<file path="config.mk">
export PLATFORM = sky130hd
export DESIGN_NAME = seqdet_sched_flat
export DESIGN_NICKNAME = d
export VERILOG_FILES = /design/src/rtl/seqdet_sched_if.sv /design/src/rtl/seqdet_sched.sv /design/src/flat_wrapper.sv
export SDC_FILE = /design/constraint.sdc
export NUM_CORES = 1
export LEC_CHECK = 0
export BUFFER_PORTS_ARGS = -buffer_cell sky130_fd_sc_hd__buf_4
export CAP_MARGIN = 25
export CORE_ASPECT_RATIO = 1.4
export CORE_UTILIZATION = 39
export DETAILED_ROUTE_END_ITERATION = 6
export GPL_TIMING_DRIVEN = 0
export PLACE_DENSITY = 0.69
export SETUP_SLACK_MARGIN = 0.2
export SLEW_MARGIN = 20
export SYNTH_ARGS = -nofsm -noshare
export SYNTH_HDL_FRONTEND = slang
export SYNTH_SLANG_ARGS = --single-unit
</file>
<file path="constraint.sdc">
create_clock -name clk -period 3 [get_ports clk]
set_input_delay 0.3 -clock clk [delete_from_list [all_inputs] [get_ports clk]]
set_output_delay 0.3 -clock clk [all_outputs]
set_load 0.005 [all_outputs]
</file>
<file path="src/rtl/seqdet_sched_if.sv">
// seqdet_sched_if: requester, detector and result signals of seqdet_sched.
// master = stimulus/detector side, slave = the scheduler.
interface seqdet_sched_if #(
  parameter int W  = 42,
  parameter int CW = 6
) ();
  logic          req0_valid;
  logic [W-1:0]  req0_data;
  logic          req0_ready;
  logic          req1_valid;
  logic [W-1:0]  req1_data;
  logic          req1_ready;
  logic          det_rst;
  logic          det_x;
  logic          det_z;
  logic          res_valid;
  logic          res_id;
  logic [CW-1:0] res_count;
  logic          busy;

  modport master (
    output req0_valid, req0_data, req1_valid, req1_data, det_z,
    input  req0_ready, req1_ready, det_rst, det_x,
    input  res_valid, res_id, res_count, busy
  );

  modport slave (
    input  req0_valid, req0_data, req1_valid, req1_data, det_z,
    output req0_ready, req1_ready, det_rst, det_x,
    output res_valid, res_id, res_count, busy
  );
endinterface

</file>
<file path="src/rtl/seqdet_sched.sv">
// seqdet_sched: round-robin two-requester scheduler feeding one serial
// sequence detector. Clears the detector, shifts the frame MSB-first,
// counts det_z hits (saturating) and reports the count with the requester id.
// Optional macro SEQDET_SCHED_REGZ_EN: detector z is registered, so a DRAIN
// cycle is added after SHIFT to catch the hit of the last bit.
module seqdet_sched #(
  parameter int W  = 42,
  parameter int CW = 6
) (
  input  logic             clk,
  input  logic             rst,
  seqdet_sched_if.slave    bus
);
  localparam int BW = (W > 1) ? $clog2(W) : 1;

  typedef enum logic [2:0] {IDLE, CLEAR, SHIFT, DRAIN, REPORT} state_e;

  state_e          state_q, state_d;
  logic            last_q, last_d;
  logic            id_q, id_d;
  logic [W-1:0]    sh_q, sh_d;
  logic [BW-1:0]   bcnt_q, bcnt_d;
  logic [CW-1:0]   hit_q, hit_d;
  logic            det_rst_q, det_rst_d;
  logic            det_x_q, det_x_d;
  logic            res_valid_q, res_valid_d;
  logic            res_id_q, res_id_d;
  logic [CW-1:0]   res_count_q, res_count_d;

  logic            gnt0, gnt1, idle;
  logic [CW-1:0]   hit_inc;

  // Arbitration: sole valid requester wins; on a tie the one not served last.
  assign idle = (state_q == IDLE);
  assign gnt0 = bus.req0_valid & (~bus.req1_valid | last_q);
  assign gnt1 = bus.req1_valid & (~bus.req0_valid | ~last_q);
  assign bus.req0_ready = idle & gnt0;
  assign bus.req1_ready = idle & gnt1;

  // Saturating hit increment; holds at all-ones instead of wrapping.
  assign hit_inc = (bus.det_z && !(&hit_q)) ? hit_q + CW'(1) : hit_q;

  // State and datapath registers.
  always_ff @(posedge clk or posedge rst) begin
    if (rst) begin
      state_q     <= IDLE;
      last_q      <= 1'b1;
      id_q        <= 1'b0;
      sh_q        <= '0;
      bcnt_q      <= '0;
      hit_q       <= '0;
      det_rst_q   <= 1'b0;
      det_x_q     <= 1'b0;
      res_valid_q <= 1'b0;
      res_id_q    <= 1'b0;
      res_count_q <= '0;
    end else begin
      state_q     <= state_d;
      last_q      <= last_d;
      id_q        <= id_d;
      sh_q        <= sh_d;
      bcnt_q      <= bcnt_d;
      hit_q       <= hit_d;
      det_rst_q   <= det_rst_d;
      det_x_q     <= det_x_d;
      res_valid_q <= res_valid_d;
      res_id_q    <= res_id_d;
      res_count_q <= res_count_d;
    end
  end

  // Next state; the registered outputs are computed for the state being entered.
  always_comb begin
    state_d     = state_q;
    last_d      = last_q;
    id_d        = id_q;
    sh_d        = sh_q;
    bcnt_d      = bcnt_q;
    hit_d       = hit_q;
    det_rst_d   = 1'b0;
    det_x_d     = 1'b0;
    res_valid_d = 1'b0;
    res_id_d    = res_id_q;
    res_count_d = res_count_q;
    case (state_q)
      IDLE: begin
        if (bus.req0_valid && bus.req0_ready) begin
          sh_d      = bus.req0_data;
          id_d      = 1'b0;
          state_d   = CLEAR;
          det_rst_d = 1'b1;
        end else if (bus.req1_valid && bus.req1_ready) begin
          sh_d      = bus.req1_data;
          id_d      = 1'b1;
          state_d   = CLEAR;
          det_rst_d = 1'b1;
        end
      end
      CLEAR: begin
        hit_d   = '0;
        bcnt_d  = BW'(W - 1);
        det_x_d = sh_q[W-1];
        sh_d    = sh_q << 1;
        state_d = SHIFT;
      end
      SHIFT: begin
        hit_d = hit_inc;
        if (bcnt_q == '0) begin
`ifdef SEQDET_SCHED_REGZ_EN
          state_d     = DRAIN;
`else
          state_d     = REPORT;
          res_valid_d = 1'b1;
          res_id_d    = id_q;
          res_count_d = hit_inc;
`endif
        end else begin
          bcnt_d  = bcnt_q - BW'(1);
          det_x_d = sh_q[W-1];
          sh_d    = sh_q << 1;
        end
      end
      DRAIN: begin
        hit_d       = hit_inc;
        state_d     = REPORT;
        res_valid_d = 1'b1;
        res_id_d    = id_q;
        res_count_d = hit_inc;
      end
      REPORT: begin
        last_d  = res_id_q;
        state_d = IDLE;
      end
      default: state_d = IDLE;
    endcase
  end

  assign bus.det_rst   = det_rst_q;
  assign bus.det_x     = det_x_q;
  assign bus.res_valid = res_valid_q;
  assign bus.res_id    = res_id_q;
  assign bus.res_count = res_count_q;
  assign bus.busy      = (state_q != IDLE);
endmodule

</file>
<file path="src/flat_wrapper.sv">
// flat-port wrapper written by rule: the top's interface ports become plain ports
module seqdet_sched_flat 
#(
  parameter int W  = 42,
  parameter int CW = 6
)
  (clk, rst, bus_req0_valid, bus_req0_data, bus_req1_valid, bus_req1_data, bus_det_z, bus_req0_ready, bus_req1_ready, bus_det_rst, bus_det_x, bus_res_valid, bus_res_id, bus_res_count, bus_busy);
  seqdet_sched_if #(.W(W), .CW(CW)) bus_i ();
  input  logic clk;
  input  logic rst;
  input wire logic [$bits(bus_i.req0_valid)-1:0] bus_req0_valid;
  input wire logic [$bits(bus_i.req0_data)-1:0] bus_req0_data;
  input wire logic [$bits(bus_i.req1_valid)-1:0] bus_req1_valid;
  input wire logic [$bits(bus_i.req1_data)-1:0] bus_req1_data;
  input wire logic [$bits(bus_i.det_z)-1:0] bus_det_z;
  output wire logic [$bits(bus_i.req0_ready)-1:0] bus_req0_ready;
  output wire logic [$bits(bus_i.req1_ready)-1:0] bus_req1_ready;
  output wire logic [$bits(bus_i.det_rst)-1:0] bus_det_rst;
  output wire logic [$bits(bus_i.det_x)-1:0] bus_det_x;
  output wire logic [$bits(bus_i.res_valid)-1:0] bus_res_valid;
  output wire logic [$bits(bus_i.res_id)-1:0] bus_res_id;
  output wire logic [$bits(bus_i.res_count)-1:0] bus_res_count;
  output wire logic [$bits(bus_i.busy)-1:0] bus_busy;
  assign bus_i.req0_valid = bus_req0_valid;
  assign bus_i.req0_data = bus_req0_data;
  assign bus_i.req1_valid = bus_req1_valid;
  assign bus_i.req1_data = bus_req1_data;
  assign bus_i.det_z = bus_det_z;
  assign bus_req0_ready = bus_i.req0_ready;
  assign bus_req1_ready = bus_i.req1_ready;
  assign bus_det_rst = bus_i.det_rst;
  assign bus_det_x = bus_i.det_x;
  assign bus_res_valid = bus_i.res_valid;
  assign bus_res_id = bus_i.res_id;
  assign bus_res_count = bus_i.res_count;
  assign bus_busy = bus_i.busy;
  seqdet_sched #(.W(W), .CW(CW)) u_core (.clk(clk), .rst(rst), .bus(bus_i));
endmodule
</file>
[Word-level counts from Yosys, hierarchy flattened]
Cells that the tools add are included.
Widths: inputs -> output; s select.
Operators by class
  add/sub/neg operators: 2
  multipliers: 0
  divide/modulo/power cells: 0
  magnitude comparators: 0
  equality and inequality tests: 7
  shift-type cells: 0
  mux-type cells: 25
  bitwise operators: 9
  reductions and logical operators: 19
Operators with widths (number)
  $mux 42: 3
  $pmux 42 s3: 1
  $pmux 6 s2: 3
  $mux 6: 3
  $pmux 3 s4: 1
  $mux 3: 3
  $mux 1: 8
  $reduce_and 2->1: 4
  $reduce_bool 2->1: 4
  $add 6x1->6 const B: 1
  $eq 3x2->1 const B: 2
  $logic_not 6->1: 1
  $pmux 1 s2: 3
  $reduce_and 6->1: 1
  $reduce_bool 3->1: 2
  $sub 6x1->6 const B: 1
  $and 1x1->1: 4
  $eq 3x1->1 const B: 1
  $eq 3x3->1 const B: 1
  $logic_and 1x1->1: 3
  $logic_not 3->1: 1
  $ne 3x3->1 const B: 1
  $not 1->1: 3
  $reduce_and 3->1: 1
  5 further kinds: 6
Storage, ports and cells
  register bits: 69
  bits in latches: 0
  RAM bits: 0
  ROM bits: 0
  bits of input ports: 89
  logic and storage cells: 73
  memories kept: 0

[Logic depth before layout (Yosys ltp)]
Gate-level depths: netlist of the first run.
  word-level depth: 8
  depth in mapped cells: 8
  mapped depth without buffers: 6

[Worst setup path before layout of the first run]
Ideal clock, no wire load.
  path kind: flip-flop to flip-flop
  start point: reg u_core.bcnt_q[1]
  end point: reg u_core.sh_q[16]
  arrival time: 2.060 ns
  required time: 2.875 ns
  slack: 0.815 ns
  cell stages (with the launch flop): 8
  clock period less this slack: 2.185 ns
  cell sequence: dfrtp_1 inv_1 ha_1 or3b_4 nor4b_4 a2111oi_4 buf_6 mux2_4
On the way
  cells in the longest elaborated chain, start to end: 3
RTL lines
  start, declared: RTL line seqdet_sched.sv:22  | logic [BW-1:0] bcnt_q, bcnt_d;
  start signal, assigned: RTL line seqdet_sched.sv:62  | bcnt_q <= bcnt_d;
  $logic_not 6->1: RTL line seqdet_sched.sv:108  | if (bcnt_q == '0) begin
  $ne 2x2->1 (no source line)
  $reduce_and 3->1 (no source line)
  end signal, assigned: RTL line seqdet_sched.sv:49  | sh_q <= '0;
  end signal, assigned: RTL line seqdet_sched.sv:61  | sh_q <= sh_d;
  end, declared: RTL line seqdet_sched.sv:21  | logic [W-1:0] sh_q, sh_d;
Every way passes these cells.
A chain may end at the register's enable or synchronous reset.

[Worst setup path in the final report of the first run]
  start point: reg u_core.state_q[1]
  end point: out bus_req1_ready
On the way
  cells in the longest elaborated chain, start to end: 2
RTL lines
  start, declared: RTL line seqdet_sched.sv:18  | state_e state_q, state_d;
  start signal, assigned: RTL line seqdet_sched.sv:58  | state_q <= state_d;
  $logic_not 3->1: RTL line seqdet_sched.sv:34  | assign idle = (state_q == IDLE);
  $and 1x1->1: RTL line seqdet_sched.sv:38  | assign bus.req1_ready = idle & gnt1;
  end, declared: RTL line flat_wrapper.sv:17  | output wire logic [$bits(bus_i.req1_ready)-1:0] bus_req1_ready;
Every way passes these cells.

==> results of run 1 <==
==> cells in the final DEF (no fill, tap or decap), drive strengths merged, types with 2 or more instances in the layout <==
cell type and count:
buf 113, mux2 44, dfrtp 68, o31ai 42, or3 4, or4 3
nand3 7, nand2b 2, clkinv 4, inv 13, nor2b 2, nor2 13
mux2i 4, o21ai 14, o32ai 4, bufinv 2, clkbuf 48, nand2 17
nor4 3, and3 2, a31oi 41, nand4 41, nor3 44, or3b 2
a21oi 4, ha 2
==> metrics by stage <==
step	setup slack [ps]	power, mW	util (%)
2_1_floorplan	815	4.56	-
3_3_place_gp	78.2	5.37	48.7
3_5_place_dp	546	5.49	48.9
4_1_cts	543	6.65	52.0
5_1_grt	404	7.07	52.0
6_report	511	6.64	52.0
==> what timing repair did <==
| item | in CTS | in global routing |
|---|---|---|
| hold endpoints to repair | 14 | 0 |
| hold buffers | 1 | 0 |
| setup buffers | 0 | 0 |
==> registers in the layout, indices dropped and copies added, names as in the netlist <==
name and count:
u_core.bcnt_q 6, u_core.bus.det_rst 1, u_core.bus.det_x 1, u_core.bus.res_count 6
u_core.bus.res_id 1, u_core.bus.res_valid 1, u_core.hit_q 6, u_core.id_q 1
u_core.last_q 1, u_core.sh_q 42, u_core.state_q 3
==> cell families (layout without fill, tap and decap cells) <==
| group | count (synthesis) | in the layout | share of synthesized area, % |
|---|---|---|---|
| simple gates | 145 | 145 | 18.8 |
| compound gates | 113 | 113 | 18.1 |
| flops | 69 | 69 | 39.9 |
| buf+inv | 64 | 182 | 6.58 |
| mux | 48 | 48 | 15.6 |
| fa+ha+maj | 2 | 2 | 0.577 |
| xor+xnor | 2 | 2 | 0.404 |
==> per-layer routing <==
metal / vias to the layer above / GRT usage (%)
li1: 1941 / -
met1: 1984 / 23.5
met2: 147 / 39.8
met3: 33 / 3.54
met4: 0 / 10.1
met5: - / 0
==> worst max-delay path, cell delays in order (launching register included) <==
cell,delay (ps)
dfrtp_1,350
buf_4,170
nor3_2,460
clkbuf_1,430
and3_1,310
buf_4,130
==> final cells by class <==
type                    count  area share (%)
well taps                 141            3.14
inverters                  14           0.978
clock inverters             6            1.53
flip-flops and latches     69            30.7
plain buffers              50            4.14
clock buffers              10            4.25
repair buffers            102            14.0
multi-input cells         310            41.2
==> worst paths after layout <==
kind	endpoint	depth (start not counted)	slack, ps
worst max-delay path	bus_req1_ready	5	510
worst min-delay path	u_core.bus.det_rst$_DFF_PP0_	3	290
min in group asynchronous	u_core.sh_q[28]$_DFFE_PP0P_	3	460
max in group asynchronous	u_core.last_q$_DFFE_PP1N_	4	1960
worst max register to register	u_core.sh_q[36]$_DFFE_PP0P_	7	520
worst min register to register	u_core.bus.res_count[4]$_DFFE_PP0P_	2	480
==> cell usage after synthesis (3+ instances only) <==
library cell	instances
nand2_1	17
nor3_1	42
o31ai_1	42
inv_1	12
a21oi_1	4
buf_6	4
nand4_1	41
mux2_2	6
clkbuf_1	38
a31oi_1	41
nor4_1	3
dfrtp_1	68
nand3_1	7
nor2_1	13
mux2_4	38
buf_2	6
or3_1	3
o21ai_0	13
o32ai_1	4
mux2i_1	4
==> power breakdown <==
part	total (mW)	internal, mW	switching, mW
registers	1.69	1.40	0.295
logic	3.81	1.87	1.94
clock network	1.14	0.748	0.394
==> impl_metrics.py, run 1 <==
metrics = {
    "outcome": {
        "status": "complete, no violations",
    },
    "grt": {
        "grt_first_pass_wirelength_um": 19700,
        "grt_max_degree": 56,
        "grt-ovfl-total": 0,
        "grt.total_usage_pct": 21.4,
        "antenna_found_initial": 0,
        "grt_pass1_vias": 4190,
    },
    "timing": {
        "slew_violations": 0,
        "slew_headroom_pct": 58.6,
        "tns_ps": 0,
        "fin_hold_ws_ps": 293,
        "finalCritPeriodShare_pct": 83.0,
        "finalHoldViolations": 0,
        "finalSetupViolCount": 0,
        "rsz0062_at_grt": "false",
        "clock_skew_ps": 6.90,
        "tightest_slew_ps": 618,
        "fmaxAchievable_mhz": 402,
        "fin_crit_ps": 2490,
    },
    "yosys": {
        "synth_flop_cell": "dfrtp_1",
        "synth_area_mm2": 0.00433,
        "syn_area_per_cell_um2": 9.78,
        "synth_edf_count": 0,
        "synth.top_cell.area_share_pct": 39.3,
        "synthArstFlopShare_pct": 100,
        "ys_seq_area_share_pct": 39.9,
        "yosys.area.top_type": "dfrtp_1",
        "synthTopCellsByArea": "dfrtp_1 (39%), mux2_4 (13%), o31ai_1 (7.3%)",
        "ys_ff_latch": 69,
        "synthCells": 443,
        "synth_nets": 534,
        "yosys_warnings": 0,
        "synth_cell_type_count": 50,
    },
    "pwr": {
        "p_leak_nw": 2.41,
        "power.density_mw_per_mm2": 1180,
        "vdd.ir_drop.worst_mv": 0.499,
    },
    "detailed_routing": {
        "routed_wl_um": 12100,
        "wl_met2_um": 6360,
        "wl_met3_um": 553,
        "first_pass_iters": 5,
        "drc": 0,
        "highest_layer": "met4",
        "via_per_inst": 5.85,
        "routedWlPerCell_um": 17.3,
        "drt_iter0_markers": 196,
        "num_vias": 4105,
        "met1_length_um": 4870,
        "ant_nets": 0,
    },
    "critical_path": {
        "regToRegStartpoint": "u_core.bcnt_q[1]$_DFFE_PP0P_",
        "startpoint_type": "flip-flop",
        "setup.worst_path.class": "flip-flop to primary output",
        "worstPathMaxFanout": 10,
        "crit_path_start": "u_core.state_q[1]$_DFFE_PP0P_",
        "cp.required_ps": 2700,
        "arrival_ps": 2190,
        "endpoint_kind": "primary output",
    },
    "cts": {
        "cts_repair_resize_count": 0,
        "clock_latency_ps": 330,
        "ctsRootBufferMaster": "clkbuf_16",
        "cts_max_path_buffers": 2,
        "cts.sinks": 69,
        "cts_tree": "yes",
        "path_clk_slew_ps": 50,
        "numCtsBuffers": 9,
        "cts_max_level": 3,
    },
    "floorplan": {
        "die_w_um": 91.1,
        "die-area_mm2": 0.0115,
        "die_h_um": 127,
        "rows": 45,
        "ios": 102,
        "start_util_pct": 40.1,
        "core-area_mm2": 0.0108,
    },
    "finish": {
        "multi_input_area_mm2": 0.00232,
        "fillers": 1028,
        "regArea_mm2": 0.00173,
        "layout.nets": 647,
        "final_cells": 702,
        "design_area_mm2": 0.00563,
        "n_antenna_cell": 0,
        "drive_above_1_share_pct": 33.2,
        "syn_to_final_growth_pct": 29.8,
    },
    "hold_path": {
        "hp-class": "input port to flip-flop",
        "worstHoldStart": "bus_req1_valid",
    },
    "placed_design": {
        "gp_congestion": 0.872,
        "dp_hpwl_um": 9030,
        "dp.cells": 685,
        "io_buffers": 100,
        "placed_area_mm2": 0.00529,
    },
    "run": {
        "cap_violations": 0,
    },
}
Note: power is estimated with default switching activity, not from simulation.
==> run 2, diff against run 1 <==
- PLACE_DENSITY: 0.69 -> 0.71
- clock period: 3 -> 2 ns (I/O delays scaled with it)
==> run 2 against run 1 <==
  * The flow now finishes with violations (setup timing)
  * Die area unchanged
  * Non-clock buffer count is 25 higher
  * Critical path depth is 3 higher
  * First-iteration DRC count increased by 43%
  * Cell count increased by 3.6%
  * Register-to-register slack worse by 670 ps
==> impl_metrics.py, run 2 (same netlist as run 1, synthesis figures left out) <==
metrics = {
    "finish": {
        "design_area_mm2": 0.00609,
        "final_common_cell": "buf_4",
        "regMostFlops": "u_core.sh_q",
        "multi_input_area_mm2": 0.00247,
        "drive_above_1_share_pct": 40.4,
        "fillers": 951,
        "final_cell_mix": "buf_4 (118), dfrtp_1 (66), o31ai_1 (42)",
        "largest_register_ffs": 42,
        "layout.nets": 672,
        "postLayoutCoreUtil_pct": 56.3,
        "regArea_mm2": 0.00173,
        "n_antenna_cell": 0,
        "syn_to_final_growth_pct": 40.4,
    },
    "hold_path": {
        "hold_end": "u_core.state_q[0]$_DFFE_PP0P_",
        "hp-class": "input port to flip-flop",
        "holdPathStages": 3,
        "worstHoldStart": "bus_req1_valid",
    },
    "pwr": {
        "p_leak_nw": 2.62,
        "power.density_mw_per_mm2": 1800,
        "vdd.ir_drop.worst_mv": 0.919,
    },
    "grt": {
        "grt-ovfl-total": 0,
        "antenna_found_initial": 0,
        "grt_first_pass_wirelength_um": 21300,
        "grt_pass1_vias": 4360,
        "grt.total_usage_pct": 23.0,
        "grt_max_degree": 30,
    },
    "critical_path": {
        "cp.required_ps": 2210,
        "worstPathMaxFanout": 10,
        "reg2reg_depth": 8,
        "setup.worst_path.class": "flip-flop to flip-flop",
        "crit_path_start": "u_core.bcnt_q[1]$_DFFE_PP0P_",
        "endpoint_kind": "flip-flop",
        "regToRegStartpoint": "u_core.bcnt_q[1]$_DFFE_PP0P_",
        "rrSetupSlack_ps": -150,
        "path_cells": "inv_2 > ha_4 > or3b_4 > nor4b_4 > a2111oi_4 > buf_4 > buf_12 > mux2_4",
        "cpPeakStageDelay_ps": 400,
        "arrival_ps": 2360,
        "cp_slowest_cell": "dfrtp_1",
        "startpoint_type": "flip-flop",
        "r2r_end": "u_core.sh_q[13]$_DFFE_PP0P_",
    },
    "outcome": {
        "status": "finished with violations",
        "violations": "setup timing",
    },
    "timing": {
        "clock_skew_ps": 5.94,
        "finalHoldViolations": 0,
        "tns_ps": -5480,
        "slew_headroom_pct": 53.5,
        "fmaxAchievable_mhz": 466,
        "finalCritPeriodShare_pct": 107,
        "fin_ws_ps": -147,
        "fin_crit_ps": 2150,
        "finalSetupViolCount": 43,
        "slew_violations": 0,
        "tightest_slew_ps": 696,
        "rsz0062_at_grt": "true",
    },
    "placed_design": {
        "io_buffers": 100,
        "dp_hpwl_um": 9180,
        "placed_area_mm2": 0.00533,
        "gp_congestion": 0.869,
    },
    "detailed_routing": {
        "drc": 0,
        "ant_nets": 0,
        "drt_iter0_markers": 280,
        "first_pass_iters": 5,
        "num_vias": 4239,
        "routed_wl_um": 13400,
        "routedWlPerCell_um": 18.4,
        "via_per_inst": 5.83,
    },
    "floorplan": {
        "rows": 45,
        "ios": 102,
        "die-area_mm2": 0.0115,
        "start_util_pct": 40.1,
        "die_h_um": 127,
        "core-area_mm2": 0.0108,
        "die_w_um": 91.1,
    },
    "cts": {
        "cts_max_path_buffers": 2,
        "cts_max_level": 3,
        "path_clk_slew_ps": 60,
        "numCtsBuffers": 9,
        "cts.sinks": 69,
        "clock_latency_ps": 330,
        "cts_tree": "yes",
        "ctsRootBufferMaster": "clkbuf_16",
    },
    "run": {
        "cap_violations": 0,
    },
}
==> run 2: changes by cell type in the layout (fill, tap and decap cells not counted), moves of 3 or more <==
cell | before | now
clkbuf_1 | 38 | 31
or4_4 | 0 | 3
buf_4 | 102 | 118
buf_2 | 6 | 3
nor3_4 | 0 | 3
buf_12 | 0 | 5
buf_6 | 4 | 8
clkbuf_2 | 0 | 5
buf_8 | 0 | 4
o21ai_0 | 13 | 9
==> run 2: through the flow <==
step | power, mW | cells | hold slack (ps) | setup WS [ps]
floorplan | 6.88 | 443 | 363 | -174
global placement | 8.08 | 684 | 467 | -372
detailed placement | 8.29 | 686 | 345 | -413
CTS | 10.6 | 721 | 182 | -130
global route | 11.6 | 727 | 213 | -232
finish | 11.0 | 727 | 190 | -147
==> run 2: final cells by class <==
cell class	count	area share, %
Tap cell	141	2.90
Clock inverter	6	1.01
Timing Repair Buffer	127	17.0
Buffer	50	5.30
Sequential cell	69	28.4
Multi-Input combinational cell	310	40.5
Clock buffer	10	3.93
Inverter	14	0.925
==> run 2: power by group <==
part	leakage, nW	internal, mW	switching, mW
clock network	0.149	0.996	0.604
logic	1.66	3.52	3.28
registers	0.817	2.10	0.466
==> run 2: how the worst max path moves through the flow <==
stage                                              to
after global routing      u_core.sh_q[24]$_DFFE_PP0P_
after floorplan           u_core.sh_q[16]$_DFFE_PP0P_
after detailed placement  u_core.sh_q[40]$_DFFE_PP0P_
final                     u_core.sh_q[13]$_DFFE_PP0P_
after global placement    u_core.sh_q[14]$_DFFE_PP0P_
after CTS                 u_core.sh_q[13]$_DFFE_PP0P_
==> run 2: routing by layer <==
| metal | track usage [%] | part of all wire [%] | vias up |
|---|---|---|---|
| li1 | - | - | 1982 |
| met1 | 26.3 | 40 | 2058 |
| met2 | 41.1 | 52 | 154 |
| met3 | 2.28 | 3.4 | 45 |
| met4 | 13.8 | 4.3 | 0 |
| met5 | 0 | 0 | - |
==> run 2: what timing repair did <==
item,4_1_cts,5_1_grt
gates resized for setup,44,26
endpoints found under the hold margin,5,0
endpoints found under the setup margin,60,62
hold buffers,1,0
setup buffers,18,5
gates cloned,0,1
pin swaps,11,8
==> run 2: critical path, delay by kind of cell (launching register included) <==
kind	cells	cell delay (ps)
AOI/OAI and AO/OA	1	90
muxes	1	300
DFF	1	400
buffers and inverters	3	420
adders and majority gates	1	130
and+or+nand+nor	2	690
==> run 3, diff against run 2 <==
- CAP_MARGIN: 25 -> 30
- CORE_MARGIN: not set -> 2
- PLACE_DENSITY: 0.71 -> 0.6
==> run 3 against run 2 <==
  * The flow still finishes with violations (setup timing)
  * Core utilization rose by 0.87 points
  * Sequential power barely moved
  * Critical path depth rose by 1
  * Maximum frequency fell by 3.9%
  * Via count fell by 2.2%
  * Cell area rose by 2.1%
  * Register-to-register slack got worse by 90 ps
  * Cell count rose by 0.83%
==> impl_metrics.py, run 3 (same netlist as run 1, synthesis figures left out) <==
metrics = {
    "floorplan": {
        "ios": 102,
        "rows": 45,
        "die-area_mm2": 0.0120,
        "core-area_mm2": 0.0109,
        "die_w_um": 93.1,
        "start_util_pct": 39.9,
        "die_h_um": 129,
    },
    "finish": {
        "n_antenna_cell": 0,
        "regArea_mm2": 0.00173,
        "drive_above_1_share_pct": 40.4,
        "final_cell_mix": "buf_4 (117), dfrtp_1 (67), nor3_1 (42)",
        "multi_input_area_mm2": 0.00246,
        "syn_to_final_growth_pct": 43.3,
        "largest_register_ffs": 42,
        "regMostFlops": "u_core.sh_q",
        "final_common_cell": "buf_4",
        "layout.nets": 678,
        "postLayoutCoreUtil_pct": 57.2,
        "fillers": 987,
        "final_cells": 733,
    },
    "detailed_routing": {
        "routedWlPerCell_um": 17.9,
        "wl_met2_um": 6990,
        "drc": 0,
        "met1_length_um": 5340,
        "wl_met3_um": 450,
        "ant_nets": 0,
        "highest_layer": "met4",
        "num_vias": 4147,
        "routed_wl_um": 13100,
        "drt_iter0_markers": 222,
        "via_per_inst": 5.66,
        "first_pass_iters": 4,
    },
    "cts": {
        "path_clk_slew_ps": 60,
        "cts_max_path_buffers": 2,
        "cts_max_level": 3,
        "cts.sinks": 69,
        "clock_latency_ps": 340,
        "numCtsBuffers": 9,
        "ctsRootBufferMaster": "clkbuf_16",
        "cts_tree": "yes",
    },
    "grt": {
        "grt_pass1_vias": 4312,
        "grt.total_usage_pct": 22.5,
        "antenna_found_initial": 0,
        "grt_max_degree": 30,
        "grt-ovfl-total": 0,
        "grt_first_pass_wirelength_um": 21300,
    },
    "critical_path": {
        "cp.required_ps": 2220,
        "arrival_ps": 2450,
        "cp_slowest_cell": "dfrtp_1",
        "cp-endpoint": "u_core.sh_q[19]$_DFFE_PP0P_",
        "crit_family": "simple AND/OR/NAND/NOR gates",
        "reg2reg_depth": 9,
        "regToRegStartpoint": "u_core.bcnt_q[0]$_DFFE_PP0P_",
        "setup.worst_path.class": "flip-flop to flip-flop",
        "rrSetupSlack_ps": -230,
        "endpoint_kind": "flip-flop",
        "startpoint_type": "flip-flop",
        "r2r_end": "u_core.sh_q[19]$_DFFE_PP0P_",
        "path_depth": 9,
        "worst-path-buf-inv": 4,
        "cpPeakStageDelay_ps": 410,
        "crit_path_start": "u_core.bcnt_q[0]$_DFFE_PP0P_",
        "path_cells": "inv_2 > ha_4 > or3b_4 > nor4b_4 > buf_4 > a2111oi_4 > buf_6 > buf_12 > mux2_4",
        "worstPathMaxFanout": 10,
    },
    "placed_design": {
        "io_buffers": 100,
        "dp_hpwl_um": 9270,
        "dp.cells": 686,
        "gp_congestion": 0.835,
    },
    "timing": {
        "finalHoldViolations": 0,
        "fin_crit_ps": 2230,
        "slew_violations": 0,
        "fmaxAchievable_mhz": 448,
        "finalCritPeriodShare_pct": 112,
        "clock_skew_ps": 6.94,
        "tightest_slew_ps": 597,
        "finalSetupViolCount": 43,
        "fin_hold_ws_ps": 214,
        "fin_ws_ps": -234,
        "tns_ps": -9040,
        "slew_headroom_pct": 59.9,
        "rsz0062_at_grt": "true",
    },
    "outcome": {
        "status": "finished with violations",
        "violations": "setup timing",
    },
    "pwr": {
        "vdd.ir_drop.worst_mv": 0.836,
        "p_sw_share_pct": 38.5,
        "power_frac_clock_pct": 15.2,
        "internal_power_mw": 7.00,
        "power.density_mw_per_mm2": 1830,
        "pwr-share-seq_pct": 22.4,
        "p_leak_nw": 2.67,
        "pwr-share-comb_pct": 62.4,
        "p_sw_mw": 4.38,
    },
    "run": {
        "cap_violations": 0,
    },
    "hold_path": {
        "hp-class": "input port to flip-flop",
    },
}
[run 3: changes by cell type in the layout (fill, tap and decap cells not counted), moves of 2 or more]
cell	delta
buf_16	+3
buf_6	+7
buf_8	-3
clkbuf_1	+2
clkbuf_2	-3
clkinv_2	-3
clkinvlp_4	+3
[run 3: cell type report]
cell class	instances	area share, %
Timing Repair Buffer	133	18.2
Sequential cell	69	27.8
Clock inverter	7	1.59
Multi-Input combinational cell	310	39.5
Inverter	14	0.906
Tap cell	141	2.84
Buffer	50	5.46
Clock buffer	9	3.63
[run 3: how the worst min path moves through the flow]
stage,from,endpoint,depth (start not counted),slack [ps]
final,bus_req1_valid,u_core.bus.det_rst$_DFF_PP0_,3,210
after global routing,bus_req1_valid,u_core.bus.det_rst$_DFF_PP0_,3,250
after CTS,bus_req1_valid,u_core.bus.det_rst$_DFF_PP0_,3,190
after detailed placement,rst,u_core.bus.det_x$_DFF_PP0_,2,270
after global placement,u_core.bus.res_count[4]$_DFFE_PP0P_,u_core.bus.res_count[4]$_DFFE_PP0P_,2,470
after floorplan,rst,u_core.bcnt_q[0]$_DFFE_PP0P_,1,360
[run 3: stage by stage]
| stage | total power, mW | instance area, um^2 | setup WS, ps |
|---|---|---|---|
| 3_5_place_dp | 8.32 | 5330 | -421 |
| 5_1_grt | 12.0 | 6210 | -294 |
| 2_1_floorplan | 6.88 | 4360 | -174 |
| 6_report | 11.4 | 6210 | -234 |
| 4_1_cts | 11.2 | 6110 | -163 |
| 3_3_place_gp | 8.16 | 5290 | -399 |
[run 3: tightest hold or removal path: cells and delay by family]
| kind | cells | cell delay (ps) |
|---|---|---|
| and+or+nand+nor | 2 | 180 |
| buffers and inverters | 1 | 120 |
[run 3: routing by layer]
layer  global-route usage [%]  vias up
li1                         -     1999
met1                     26.7     2032
met2                     40.1       96
met3                     2.93       20
met4                     10.3        0
met5                        0        -
[run 3: repair_timing]
action,4_1_cts,5_1_grt
hold endpoints to repair,17,0
gates resized for setup,54,16
cloned,4,0
hold buffers,1,0
setup endpoints to repair,61,57
buffers inserted,20,6
pin swaps,10,5
[run 3: power by group through the flow]
stage               Combinational, mW  Sequential, mW  Clock, mW
floorplan                        4.45            2.42          0
global placement                 5.64            2.52          0
detailed placement               5.80            2.53          0
CTS                              6.88            2.53       1.75
global route                     7.63            2.62       1.79
finish                           7.10            2.55       1.73
